$ cat config.mk
export PLATFORM = sky130hd
export DESIGN_NAME = aes_key_expander_flat
export DESIGN_NICKNAME = d
export VERILOG_FILES = /design/src/rtl/aes_key_expander_if.sv /design/src/rtl/aes_key_expander.sv /design/src/flat_wrapper.sv
export SDC_FILE = /design/constraint.sdc
export NUM_CORES = 2
export LEC_CHECK = 0
export ABC_AREA = 0
export CAP_MARGIN = 25
export CORE_UTILIZATION = 55
export DETAILED_ROUTE_END_ITERATION = 6
export HOLD_SLACK_MARGIN = 0.05
export PLACE_DENSITY = 0.72
export SETUP_SLACK_MARGIN = 0.3
export SLEW_MARGIN = 0
export SYNTH_ARGS = -nofsm -noshare
export SYNTH_HDL_FRONTEND = slang
export SYNTH_SLANG_ARGS = --single-unit
$ cat constraint.sdc
create_clock -name clk -period 24.8 [get_ports clk]
set_input_delay 3.72 -clock clk [delete_from_list [all_inputs] [get_ports clk]]
set_output_delay 3.72 -clock clk [all_outputs]
set_load 0.005 [all_outputs]
$ cat src/rtl/aes_key_expander_if.sv
// ---------------------------------------------------------------------------
// aes_key_expander_if
// Bundles the control and round-key streaming signals of aes_key_expander.
//
// Handshake: the expander (slave modport) raises rk_valid with rk_data and
// rk_index.
//   - It holds all three stable until the consumer samples rk_ready high on
//     a rising edge.
//   - That edge is the transfer.
//   - rk_valid never drops without a transfer.
//   - rk_ready has no effect while rk_valid is low.
//
// Signals:
//   start     requester -> expander  begin an expansion (seen only in IDLE)
//   key_in    requester -> expander  cipher key, w0 in the top 32 bits
//   busy      expander  -> requester expansion in progress
//   rk_valid  expander  -> consumer  round key on rk_data
//   rk_ready  consumer  -> expander  consumer accepts the round key
//   rk_data   expander  -> consumer  {w[4r], w[4r+1], w[4r+2], w[4r+3]}
//   rk_index  expander  -> consumer  round number r
//   done      expander  -> requester one-cycle pulse after the last round key
// ---------------------------------------------------------------------------
interface aes_key_expander_if #(
  parameter int KEY_BITS = 128
);
  logic                start;
  logic [KEY_BITS-1:0] key_in;
  logic                busy;
  logic                rk_valid;
  logic                rk_ready;
  logic [127:0]        rk_data;
  logic [3:0]          rk_index;
  logic                done;

  modport master (
    output start, key_in, rk_ready,
    input  busy, rk_valid, rk_data, rk_index, done
  );

  modport slave (
    input  start, key_in, rk_ready,
    output busy, rk_valid, rk_data, rk_index, done
  );
endinterface

$ cat src/rtl/aes_key_expander.sv
// ---------------------------------------------------------------------------
// aes_key_expander
// Sequential AES key schedule for AES-128/192/256 (KEY_BITS = 128/192/256).
// One 32-bit schedule word is produced per GEN cycle. Each group of four
// words is presented as a 128-bit round key, and the round keys 0..Nr are
// streamed over a valid/ready handshake.
//
// Ports:
//   clk          single clock, rising edge
//   rst          asynchronous, active-high reset
//   io_kx        aes_key_expander_if.slave (start/key_in/busy/rk_*/done)
//   o_dbg_state  current FSM state (0 IDLE, 1 GEN, 2 OUT, 3 DONE)
// ---------------------------------------------------------------------------
module aes_key_expander #(
  parameter int KEY_BITS = 128
) (
  input  logic               clk,
  input  logic               rst,
  aes_key_expander_if.slave  io_kx,
  output logic [1:0]         o_dbg_state
);

  localparam int NK = KEY_BITS / 32;
  localparam int NR = NK + 6;
  localparam logic [5:0] NK_I    = 6'(NK);
  localparam logic [2:0] NK_LAST = 3'(NK - 1);
  localparam logic [3:0] NR_IDX  = 4'(NR);

  typedef enum logic [1:0] {
    S_IDLE = 2'd0,
    S_GEN  = 2'd1,
    S_OUT  = 2'd2,
    S_DONE = 2'd3
  } state_t;

  state_t        r_state;
  state_t        w_next;

  // r_win[0] is the oldest word of the Nk-word window, r_win[NK-1] the newest.
  logic [31:0]   r_win [NK];
  logic [127:0]  r_asm;        // assembly buffer, also drives rk_data
  logic [3:0]    r_rk_index;
  logic [5:0]    r_i;          // schedule word number i
  logic [2:0]    r_mod;        // i % Nk
  logic [1:0]    r_grp;        // word position inside the current group
  logic [7:0]    r_rcon;

  logic          w_load;
  logic          w_gen;
  logic          w_xfer;
  logic          w_expand;
  logic          w_rcon_step;
  logic [31:0]   w_prev;
  logic [31:0]   w_t;
  logic [31:0]   w_word;

  // ---------------------------------------------------------------- GF(2^8)
  function automatic logic [7:0] xtime(input logic [7:0] x);
    return x[7] ? ({x[6:0], 1'b0} ^ 8'h1b) : {x[6:0], 1'b0};
  endfunction

  function automatic logic [7:0] gf_mul(input logic [7:0] a, input logic [7:0] b);
    logic [7:0] p;
    logic [7:0] x;
    p = 8'h00;
    x = a;
    for (int k = 0; k < 8; k++) begin
      if (b[k]) p = p ^ x;
      x = xtime(x);
    end
    return p;
  endfunction

  // S-box as multiplicative inverse (x^254, which also maps 0 to 0)
  // followed by the FIPS-197 affine transform.
  function automatic logic [7:0] sbox(input logic [7:0] x);
    logic [7:0] x2, x3, x6, x12, x15, x30, x60, x120, x240, x252, b;
    x2   = gf_mul(x, x);
    x3   = gf_mul(x2, x);
    x6   = gf_mul(x3, x3);
    x12  = gf_mul(x6, x6);
    x15  = gf_mul(x12, x3);
    x30  = gf_mul(x15, x15);
    x60  = gf_mul(x30, x30);
    x120 = gf_mul(x60, x60);
    x240 = gf_mul(x120, x120);
    x252 = gf_mul(x240, x12);
    b    = gf_mul(x252, x2);
    return b ^ {b[6:0], b[7]} ^ {b[5:0], b[7:6]} ^ {b[4:0], b[7:5]}
             ^ {b[3:0], b[7:4]} ^ 8'h63;
  endfunction

  function automatic logic [31:0] sub_word(input logic [31:0] w);
    return {sbox(w[31:24]), sbox(w[23:16]), sbox(w[15:8]), sbox(w[7:0])};
  endfunction

  // -------------------------------------------------------------- word rule
  // For i < Nk the window is rotated instead of updated.
  //   - The emitted word is the key word itself.
  //   - After Nk rotations the window again holds w0..w(Nk-1).
  //   - That is exactly w[i-Nk..i-1] for i = Nk.
  always_comb begin
    w_prev      = r_win[NK-1];
    w_expand    = (r_i >= NK_I);
    w_rcon_step = w_expand && (r_mod == 3'd0);
    w_t         = w_prev;
    if (r_mod == 3'd0) begin
      w_t = sub_word({w_prev[23:0], w_prev[31:24]}) ^ {r_rcon, 24'h0};
    end else if ((KEY_BITS == 256) && (r_mod == 3'd4)) begin
      w_t = sub_word(w_prev);
    end
    w_word = w_expand ? (r_win[0] ^ w_t) : r_win[0];
  end

  // ------------------------------------------------------------------- FSM
  always_ff @(posedge clk or posedge rst) begin
    if (rst) r_state <= S_IDLE;
    else     r_state <= w_next;
  end

  always_comb begin
    w_next         = r_state;
    w_load         = 1'b0;
    w_gen          = 1'b0;
    w_xfer         = 1'b0;
    io_kx.busy     = 1'b0;
    io_kx.rk_valid = 1'b0;
    io_kx.done     = 1'b0;
    case (r_state)
      S_IDLE: begin
        if (io_kx.start) begin
          w_load = 1'b1;
          w_next = S_GEN;
        end
      end
      S_GEN: begin
        io_kx.busy = 1'b1;
        w_gen      = 1'b1;
        if (r_grp == 2'd3) w_next = S_OUT;
      end
      S_OUT: begin
        io_kx.busy     = 1'b1;
        io_kx.rk_valid = 1'b1;
        if (io_kx.rk_ready) begin
          w_xfer = 1'b1;
          w_next = (r_rk_index == NR_IDX) ? S_DONE : S_GEN;
        end
      end
      S_DONE: begin
        io_kx.done = 1'b1;
        w_next     = S_IDLE;
      end
      default: w_next = S_IDLE;
    endcase
  end

  // -------------------------------------------------------------- datapath
  always_ff @(posedge clk or posedge rst) begin
    if (rst) begin
      for (int k = 0; k < NK; k++) r_win[k] <= 32'h0;
      r_asm      <= 128'h0;
      r_rk_index <= 4'd0;
      r_i        <= 6'd0;
      r_mod      <= 3'd0;
      r_grp      <= 2'd0;
      r_rcon     <= 8'h01;
    end else begin
      if (w_load) begin
        for (int k = 0; k < NK; k++) r_win[k] <= io_kx.key_in[KEY_BITS-1-32*k -: 32];
        r_rk_index <= 4'd0;
        r_i        <= 6'd0;
        r_mod      <= 3'd0;
        r_grp      <= 2'd0;
        r_rcon     <= 8'h01;
      end
      if (w_gen) begin
        for (int k = 0; k < NK - 1; k++) r_win[k] <= r_win[k+1];
        r_win[NK-1] <= w_word;
        r_asm       <= {r_asm[95:0], w_word};
        r_i         <= r_i + 6'd1;
        r_mod       <= (r_mod == NK_LAST) ? 3'd0 : r_mod + 3'd1;
        r_grp       <= r_grp + 2'd1;
        if (w_rcon_step) r_rcon <= xtime(r_rcon);
      end
      if (w_xfer && (r_rk_index != NR_IDX)) r_rk_index <= r_rk_index + 4'd1;
    end
  end

  assign io_kx.rk_data  = r_asm;
  assign io_kx.rk_index = r_rk_index;
  assign o_dbg_state    = r_state;

endmodule

$ cat src/flat_wrapper.sv
// flat-port wrapper written by rule: the top's interface ports become plain ports
module aes_key_expander_flat 
#(
  parameter int KEY_BITS = 128
)
  (clk, rst, o_dbg_state, io_kx_start, io_kx_key_in, io_kx_rk_ready, io_kx_busy, io_kx_rk_valid, io_kx_rk_data, io_kx_rk_index, io_kx_done);
  aes_key_expander_if #(.KEY_BITS(KEY_BITS)) io_kx_i ();
  input  logic clk;
  input  logic rst;
  output logic [1:0] o_dbg_state;
  input wire logic [$bits(io_kx_i.start)-1:0] io_kx_start;
  input wire logic [$bits(io_kx_i.key_in)-1:0] io_kx_key_in;
  input wire logic [$bits(io_kx_i.rk_ready)-1:0] io_kx_rk_ready;
  output wire logic [$bits(io_kx_i.busy)-1:0] io_kx_busy;
  output wire logic [$bits(io_kx_i.rk_valid)-1:0] io_kx_rk_valid;
  output wire logic [$bits(io_kx_i.rk_data)-1:0] io_kx_rk_data;
  output wire logic [$bits(io_kx_i.rk_index)-1:0] io_kx_rk_index;
  output wire logic [$bits(io_kx_i.done)-1:0] io_kx_done;
  assign io_kx_i.start = io_kx_start;
  assign io_kx_i.key_in = io_kx_key_in;
  assign io_kx_i.rk_ready = io_kx_rk_ready;
  assign io_kx_busy = io_kx_i.busy;
  assign io_kx_rk_valid = io_kx_i.rk_valid;
  assign io_kx_rk_data = io_kx_i.rk_data;
  assign io_kx_rk_index = io_kx_i.rk_index;
  assign io_kx_done = io_kx_i.done;
  aes_key_expander #(.KEY_BITS(KEY_BITS)) u_core (.clk(clk), .rst(rst), .io_kx(io_kx_i), .o_dbg_state(o_dbg_state));
endmodule
==> Flow_metrics.wiki <==
{| class="wikitable"
! Metric !! Value
|-
| Outcome || completed
|-
| RSZ-0062 raised after global routing || false
|-
| Number of warnings issued by yosys || 0
|-
| Std cell rows || 117
|-
| DRC viols || 0
|-
| Cell accounting for the most synthesized area || sky130_fd_sc_hd__xnor2_1
|-
| Library cell used as clock root buffer || sky130_fd_sc_hd__clkbuf_16
|-
| Post-synthesis sequential area ratio || 0.124
|-
| Worst-Skew Late Latency || 0.58 ns
|-
| Sum Neg Setup Slack || 0 ns
|-
| Overall die height || 322 um
|-
| Area share of and/or/nand/nor cells after synthesis || 0.174
|-
| Critical path endpoint category || flop
|-
| TritonCTS clock tree || yes
|-
| Combined buffer and inverter count along the critical path || 5
|-
| Count of different cell masters after synthesis || 121
|-
| Count of boundary I/O pins || 269
|-
| Initial drt markers || 4367
|-
| Synthesized cell area || 56500 um^2
|-
| Per-cell via count in the routed design || 5.91
|-
| Global-route wire length before repair || 248000 um
|-
| Proportion of register bits with asynchronous set or reset after synthesis || 1.00
|-
| Cell family contributing the most delay on the critical path || XOR/XNOR gates
|-
| TritonCTS buffer count || 25
|-
| Maximum fanout along the worst path || 23
|-
| Number of register bits inferred by synthesis || 281
|-
| GP Congestion || 0.928
|-
| Total overflow reported by the global router || 0
|-
| Number of antenna violations at the first check in global routing || 7
|-
| Clock transition at path regs || 0.08 ns
|-
| CTS H-Tree Depth || 1
|-
| Length of the first detailed-routing pass in iterations || 6
|-
| Mapped Cells || 6729
|-
| Kind of start point of the critical path || flop
|-
| Cell Area, Placed || 60100 um^2
|-
| HPWL after detailed placement || 114000 um
|-
| Flip-flop cell with the highest count after synthesis || sky130_fd_sc_hd__dfrtp_1
|-
| Synthesized-area fraction occupied by adder cells || 0.00886
|-
| Placeable core region || 102000 um^2
|-
| Setup Skew || 0.0259 ns
|-
| Antenna Violating Nets Remaining || 0
|-
| Die area || 104000 um^2
|-
| Initial core utilization || 0.555
|-
| Pins Over Slew Limit || 0
|-
| Layout cell share with drive strength beyond 1 || 0.0940
|-
| Syn-to-layout area delta || 8.14%
|-
| Most frequent cells after synthesis || sky130_fd_sc_hd__xnor2_1, sky130_fd_sc_hd__nand2_1, sky130_fd_sc_hd__nor2_1
|-
| Mux cell area share after synthesis || 0.0811
|-
| Net count, final || 6908
|-
| Post-synth EDFFs || 0
|-
| Worst path slowest cell || sky130_fd_sc_hd__dfrtp_1
|-
| Final standard cell utilization of the core || 0.600
|-
| Clock Sinks || 281
|-
| Tightest slew margin relative to the limit || 0.276
|-
| WL final || 156000 um
|-
| Average footprint of a synthesized cell || 8.40 um^2
|-
| Cell with the most instances after synthesis || sky130_fd_sc_hd__xnor2_1
|-
| Largest family of logic cells by synthesized area || XOR/XNOR gates
|-
| All-Layer GR Usage || 0.290
|-
| Via Count || 48000
|-
| Share of the synthesized netlist area taken by xor and xnor gates || 0.429
|-
| Synth area leaders || sky130_fd_sc_hd__xnor2_1, sky130_fd_sc_hd__dfrtp_1, sky130_fd_sc_hd__xnor3_1, sky130_fd_sc_hd__xor2_1, sky130_fd_sc_hd__mux2i_1
|-
| Area fraction of the dominant cell type after synthesis || 0.170
|-
| Number of hold-slack violations in the final timing report || 0
|-
| Compound-gate portion of the synthesized area || 0.136
|-
| Data arrival, critical path || 23.55 ns
|-
| Largest net degree at the start of global routing || 144
|-
| Biggest cell delay along the critical path || 0.95 ns
|-
| Drt wl/cell || 19.2 um
|-
| Number of nets produced by synthesis || 6901
|-
| Post-route clock period utilization || 0.930
|-
| Max-capacitance violation count || 0
|-
| Vias in the first global route || 44800
|-
| Finished Cell Area || 61100 um^2
|-
| Setup Viol. Count Final || 0
|-
| CP dominant cell by count || sky130_fd_sc_hd__xnor3_1
|-
| Die width || 322 um
|-
| Required time at the endpoint of the critical path || 25.29 ns
|-
| Worst min-delay path category || reg -> reg
|-
| Total setup buffers inserted after CTS || 0
|-
| # port buffers || 268
|-
| Maximum achievable frequency || 43.4 MHz
|-
| Max clock buf depth || 3
|-
| Path type of the worst setup path || reg -> reg
|-
| Worst-margin pin slew || 1.09 ns
|-
| Time the final worst path needs with I/O delays and setup || 23.06 ns
|}
## sequential cells by signal, indices dropped and copies added, names as in the netlist
| register | flops |
|---|---|
| u_core.io_kx.rk_data | 128 |
| u_core.io_kx.rk_index | 4 |
| u_core.o_dbg_state | 2 |
| u_core.r_grp | 2 |
| u_core.r_i | 6 |
| u_core.r_mod | 3 |
| u_core.r_rcon | 8 |
| u_core.r_win | 96 |
| u_core.w_prev | 32 |
## cells in the final DEF, fill, tap and decap left out, types with 18 or more instances in the layout
master and count:
sky130_fd_sc_hd__a211o_1 19, sky130_fd_sc_hd__a211oi_1 46, sky130_fd_sc_hd__a21o_1 21, sky130_fd_sc_hd__a21oi_1 277
sky130_fd_sc_hd__a22oi_1 60, sky130_fd_sc_hd__a31oi_1 38, sky130_fd_sc_hd__and2_1 36, sky130_fd_sc_hd__and3_1 58
sky130_fd_sc_hd__buf_4 171, sky130_fd_sc_hd__clkbuf_16 25, sky130_fd_sc_hd__clkdlybuf4s50_1 268, sky130_fd_sc_hd__dfrtp_1 280
sky130_fd_sc_hd__ha_1 39, sky130_fd_sc_hd__inv_1 91, sky130_fd_sc_hd__inv_2 20, sky130_fd_sc_hd__mux2_2 130
sky130_fd_sc_hd__mux2i_1 296, sky130_fd_sc_hd__nand2_1 748, sky130_fd_sc_hd__nand2b_1 62, sky130_fd_sc_hd__nand3_1 145
sky130_fd_sc_hd__nand4_1 19, sky130_fd_sc_hd__nor2_1 747, sky130_fd_sc_hd__nor2b_1 75, sky130_fd_sc_hd__nor3_1 144
sky130_fd_sc_hd__nor4_1 18, sky130_fd_sc_hd__o211ai_1 33, sky130_fd_sc_hd__o21a_1 26, sky130_fd_sc_hd__o21ai_0 302
sky130_fd_sc_hd__o21ai_1 38, sky130_fd_sc_hd__o22ai_1 53, sky130_fd_sc_hd__or3_1 32, sky130_fd_sc_hd__xnor2_1 1089
sky130_fd_sc_hd__xnor2_2 101, sky130_fd_sc_hd__xnor3_1 303, sky130_fd_sc_hd__xnor3_2 23, sky130_fd_sc_hd__xor2_1 391
sky130_fd_sc_hd__xor2_2 37, sky130_fd_sc_hd__xor3_1 48
## final cells by class
class | instances | area (um^2)
multi-input combinational | 5858 | 46900
fill | 8963 | 40700
sequential | 281 | 7030
timing repair buffer | 446 | 4110
tap | 1368 | 1710
clock buffer | 33 | 676
inverter | 124 | 473
clock inverter | 11 | 155
antenna | 6 | 15.0
## per-layer routing
metal,up-vias,global-route usage,wire [um]
li1,23000,-,-
met1,23200,0.404,68600
met2,1642,0.483,73900
met3,170,0.0352,10500
met4,6,0.0574,2790
met5,-,0,42
## metrics by stage
step           setup slack, ns  hold WS [ns]  cells
3_5_place_dp              1.75         0.467   8066
3_3_place_gp              2.07         0.459   8061
4_1_cts                   1.58         0.480   8110
6_report                  1.75         0.482   8127
2_1_floorplan             6.94         0.450   6729
5_1_grt                  0.474         0.509   8123
## timing repair
action                     CTS  global route
hold buffers                 0             0
setup endpoints to repair    0             4
gates resized for setup      0             1
## worst min-delay path: stages, from the launching register on
cell,delay (ns)
sky130_fd_sc_hd__dfrtp_1,0.35
sky130_fd_sc_hd__nand2_1,0.05
sky130_fd_sc_hd__o21ai_0,0.06
## cells by family (layout without fill, tap and decap cells)
logic type | after synthesis | in the layout
simple gates | 2196 | 2196
xor+xnor | 2014 | 2014
compound gates | 1171 | 1171
buf+inv | 590 | 614
mux | 437 | 437
flops | 281 | 281
fa+ha+maj | 40 | 40
other cells | 0 | 6
## path summary, 6_finish.rpt
check,start,end,slack [ns],depth (start not counted)
setup / recovery,u_core.w_prev[16],u_core.w_prev[24],1.75,65
setup reg to reg,u_core.w_prev[16],u_core.w_prev[24],1.75,65
hold reg to reg,u_core.r_win[45],u_core.r_win[77],0.48,2
hold / removal,u_core.r_win[45],u_core.r_win[77],0.48,2
max in group asynchronous,rst,u_core.io_kx.rk_data[66],18.93,6
min in group asynchronous,rst,u_core.r_win[48],3.48,2
Power is not shown: default switching activity piles up to over one toggle a cycle in this logic, so the estimate is an artifact.
